### src/rtl/alu_arbiter.sv
// Round-robin arbiter that grants a shared combinational ALU to one of two requesters and returns captured results.
// Latency: response pulse SETTLE cycles after the accept edge; one op every SETTLE+2 cycles.
// Backpressure: READY is offered only in IDLE and only to the single winning requester.
module alu_arbiter #(
    parameter int WIDTH  = 32,
    parameter int SETTLE = 1
) (
    input  logic             CLK,
    input  logic             RESET,
    input  logic             REQ0_VALID,
    output logic             REQ0_READY,
    input  logic [WIDTH-1:0] REQ0_DATA1,
    input  logic [WIDTH-1:0] REQ0_DATA2,
    input  logic [2:0]       REQ0_SELECT,
    output logic             RSP0_VALID,
    output logic [WIDTH-1:0] RSP0_RESULT,
    output logic             RSP0_ZERO,
    input  logic             REQ1_VALID,
    output logic             REQ1_READY,
    input  logic [WIDTH-1:0] REQ1_DATA1,
    input  logic [WIDTH-1:0] REQ1_DATA2,
    input  logic [2:0]       REQ1_SELECT,
    output logic             RSP1_VALID,
    output logic [WIDTH-1:0] RSP1_RESULT,
    output logic             RSP1_ZERO,
    output logic [WIDTH-1:0] ALU_DATA1,
    output logic [WIDTH-1:0] ALU_DATA2,
    output logic [2:0]       ALU_SELECT,
    input  logic [WIDTH-1:0] ALU_RESULT,
    input  logic             ALU_ZERO,
    output logic             BUSY
);

    typedef enum logic [1:0] {IDLE, EXEC, DONE} state_t;

    localparam logic [2:0] SETTLE_CNT = 3'(SETTLE);

    state_t     state;
    state_t     state_nxt;
    logic [2:0] settle_cnt;
    logic       owner;
    logic       rr_ptr;
    logic       winner;
    logic       accept;

    always_comb begin
        state_nxt  = state;
        winner     = rr_ptr;
        REQ0_READY = 1'b0;
        REQ1_READY = 1'b0;
        RSP0_VALID = 1'b0;
        RSP1_VALID = 1'b0;
        BUSY       = (state != IDLE);

        // A lone requester wins outright; the pointer only breaks ties.
        if (REQ0_VALID && !REQ1_VALID) begin
            winner = 1'b0;
        end else if (REQ1_VALID && !REQ0_VALID) begin
            winner = 1'b1;
        end

        case (state)
            IDLE: begin
                REQ0_READY = REQ0_VALID && !winner;
                REQ1_READY = REQ1_VALID && winner;
                if (REQ0_VALID || REQ1_VALID) begin
                    state_nxt = EXEC;
                end
            end
            EXEC: begin
                if (settle_cnt == 3'd1) begin
                    state_nxt = DONE;
                end
            end
            DONE: begin
                RSP0_VALID = !owner;
                RSP1_VALID = owner;
                state_nxt  = IDLE;
            end
            default: state_nxt = IDLE;
        endcase

        accept = REQ0_READY || REQ1_READY;
    end

    always_ff @(posedge CLK) begin
        if (RESET) begin
            state       <= IDLE;
            settle_cnt  <= 3'd0;
            owner       <= 1'b0;
            rr_ptr      <= 1'b0;
            ALU_DATA1   <= '0;
            ALU_DATA2   <= '0;
            ALU_SELECT  <= 3'b000;
            RSP0_RESULT <= '0;
            RSP0_ZERO   <= 1'b0;
            RSP1_RESULT <= '0;
            RSP1_ZERO   <= 1'b0;
        end else begin
            state <= state_nxt;
            if (state == IDLE && accept) begin
                ALU_DATA1  <= winner ? REQ1_DATA1  : REQ0_DATA1;
                ALU_DATA2  <= winner ? REQ1_DATA2  : REQ0_DATA2;
                ALU_SELECT <= winner ? REQ1_SELECT : REQ0_SELECT;
                owner      <= winner;
                rr_ptr     <= ~winner;
                settle_cnt <= SETTLE_CNT;
            end
            if (state == EXEC) begin
                settle_cnt <= settle_cnt - 3'd1;
                // Operands have been stable on the ALU for SETTLE cycles here.
                if (settle_cnt == 3'd1) begin
                    if (owner) begin
                        RSP1_RESULT <= ALU_RESULT;
                        RSP1_ZERO   <= ALU_ZERO;
                    end else begin
                        RSP0_RESULT <= ALU_RESULT;
                        RSP0_ZERO   <= ALU_ZERO;
                    end
                end
            end
        end
    end

endmodule
### config.mk
export PLATFORM = sky130hd
export DESIGN_NAME = alu_arbiter
export DESIGN_NICKNAME = d
export VERILOG_FILES = /design/src/rtl/alu_arbiter.sv
export SDC_FILE = /design/constraint.sdc
export NUM_CORES = 1
export LEC_CHECK = 0
export CORE_MARGIN = 3
export CORE_UTILIZATION = 40
export CTS_BUF_LIST = sky130_fd_sc_hd__clkbuf_16
export CTS_CLUSTER_SIZE = 12
export DETAILED_ROUTE_END_ITERATION = 10
export GPL_ROUTABILITY_DRIVEN = 0
export PLACE_DENSITY = 0.87
export SETUP_SLACK_MARGIN = 0.05
export SLEW_MARGIN = 10
export SYNTH_ARGS = -nofsm -noshare
export SYNTH_HDL_FRONTEND = slang
export SYNTH_SLANG_ARGS = --single-unit
### constraint.sdc
create_clock -name CLK -period 2.1 [get_ports CLK]
set_clock_uncertainty 0.2 [all_clocks]
set_input_delay 0.42 -clock CLK [delete_from_list [all_inputs] [get_ports CLK]]
set_output_delay 0.42 -clock CLK [all_outputs]
set_load 0.03 [all_outputs]
==> results_dict.tcl <==
set metrics [dict create \
    final_nets 1187 \
    grt_pass1_vias 6707 \
    cts.path.max_buffers 2 \
    finalCritPeriodShare_pct 94.5 \
    rsz0062_at_grt "no" \
    portBuffers 308 \
    synth-edff-count 0 \
    fp.dieH_um 127 \
    cp-end-kind "primary output" \
    grt_util_all_layers_pct 26.3 \
    insertion_delay_ps 410 \
    final.min_clock_period_ps 1980 \
    cts_tree "done" \
    ant_nets 0 \
    areaGrowthSynthToFinish_pct 68.3 \
    postLayoutCellArea_um2 9900 \
    drive_gt1_share_pct 9.64 \
    cts-htree-levels 4 \
    pre_cts_ws_ps -47.7 \
    start_kind "register" \
    relSlewSlack_pct 58.6 \
    synth-seq-cells 140 \
    post_dp_cell_area_um2 9270 \
    syn_area_um2 5880 \
    hold_viol_final 0 \
    multi_input_area_um2 2690 \
    p_total_uw 8220 \
    met1_length_um 8330 \
    fill_cells 1110 \
    dp_hpwl_um 15300 \
    avgViaCountPerCell 5.75 \
    grt_antenna_before_repair 4 \
    status "finished, final reports clean" \
    synth_area_per_cell_um2 8.01 \
    layout_commonest_cell "nand3_1" \
    synth_ff_type "dfxtp_1" \
    core_um2 14100 \
    required_ps 1480 \
    routed.top_layer "met5" \
    final_cell_mix "200 x nand3_1, 167 x clkdlybuf4s50_1, 137 x dfxtp_1" \
    maxCapViolations 0 \
    grt_start_max_net_pins 84 \
    dr.pass1.iters 5 \
    hold_slack_ps 268 \
    path_class "register to primary output" \
    seq_area_um2 2810 \
    yosysWarningCount 0 \
    io_pins 309 \
    clkSinkCount 140 \
    hold_class "register to register" \
    synth_cells 735 \
    clock-root-buffer "clkbuf_16" \
    worstMarginPinSlew_ps 621 \
    wl_per_cell_um 18.5 \
    chipWidth_um 127 \
    dr.first_iter.drc_count 621 \
    power.density_nw_per_um2 830 \
    initial_core_util_pct 41.6 \
    overflow 0 \
    crit_arrival_ps 1360 \
    synth_nets 908 \
    drc_errors 0 \
    cts.clk_slew.worst_paths_ps 60 \
    vias 6959 \
    setup_viol 0 \
    synth.lib_cells_used.distinct 26 \
    die-area_um2 16200 \
    grt_first_pass_wirelength_um 34500 \
    regToRegSetupSlack_ps 310 \
    numCtsBuffers 17 \
    ir_drop_uv 519 \
    fmax_ghz 0.504 \
    yosysSeqAreaShare_pct 47.6 \
    worst-path-max-fanout 3 \
    setup_ws_ps 115 \
    async_flop_share_pct 0 \
    slew_viol_final 0 \
    num_rows 43 \
    wl_um 22400 \
    power_leakage_uw 0.00431 \
    met3_length_um 2380 \
    met2WireLength_um 10900 \
]
[through the flow]
stage,setup TNS (ps),instances,utilization [%]
6_report,0,1210,70.0
5_1_grt,0,1210,70.0
4_1_cts,0,1207,69.4
3_5_place_dp,-211,1172,65.5
3_3_place_gp,0,1172,65.5
2_1_floorplan,0,735,-
[cells by family (layout without fill, tap and decap cells)]
group                    Yosys count  after routing  share of synthesized area [%]
buffers and inverters             96            388                           7.17
AO/OA/AOI/OAI                    277            277                           25.2
flip-flops                       140            140                           47.6
AND/OR/NAND/NOR                  220            220                           19.6
adder cells (fa/ha/maj)            2              2                          0.425
other                              0              3                              0
[critical path, stage by stage, from the launching register on]
cell and delay [ps]:
dfxtp_4 350, buf_6 130, nor3b_4 200, nand2_2 90, inv_2 60, buf_6 120
[metal layers]
layer / global-route usage (%) / vias to the layer above
met4: 12.4 / 2
met3: 10.2 / 61
met1: 30.2 / 3226
li1: - / 3254
met5: 0 / -
met2: 43.1 / 416
[synthesized netlist by cell type (3+ instances only)]
| cell | instances | area, um2 |
|---|---|---|
| a31oi_1 | 68 | 425 |
| clkbuf_1 | 65 | 244 |
| buf_2 | 16 | 80.1 |
| buf_4 | 9 | 67.6 |
| dfxtp_1 | 140 | 2800 |
| inv_1 | 5 | 18.8 |
| o21ai_0 | 135 | 676 |
| nand3_1 | 200 | 1000 |
| nor2_1 | 3 | 11.3 |
| nand2b_1 | 3 | 18.8 |
| a21oi_1 | 70 | 350 |
[cell type report]
class                   count  share of cell area (%)
repair buffers            351                    35.2
flip-flops and latches    140                    28.4
multi-input cells         499                    27.2
clock buffers              17                    4.30
clock inverters            15                    2.39
well taps                 180                    2.27
inverters                   5                   0.189
diodes                      3                  0.0758
[state kept, by name, summed over array words and instances (netlist names)]
signal       count
ALU_SELECT       3
RSP1_ZERO        1
RSP0_RESULT     32
state            2
settle_cnt       3
RSP1_RESULT     32
ALU_DATA1       32
owner            1
rr_ptr           1
ALU_DATA2       32
RSP0_ZERO        1
[where the power goes]
group          internal [uW]  total, uW  switching [uW]
Sequential              2840       2940            95.9
Combinational            806       1910            1110
Clock                   2130       3370            1240
[path summary, 6_finish.rpt]
kind / startpoint / to / cells after the start
max: state[0] / REQ1_READY / 5
min: RSP1_RESULT[22] / RSP1_RESULT[22] / 2
max reg2reg: settle_cnt[1] / RSP1_RESULT[7] / 6
min reg2reg: RSP1_RESULT[22] / RSP1_RESULT[22] / 2
[what timing repair did]
| action | in CTS | in global routing |
|---|---|---|
| hold buffers | 0 | 0 |
| pin swaps | 2 | 1 |
| resized for setup | 115 | 29 |
| setup endpoints to repair | 114 | 27 |
| setup buffers | 3 | 0 |
Note: power is estimated with default switching activity, not from simulation.
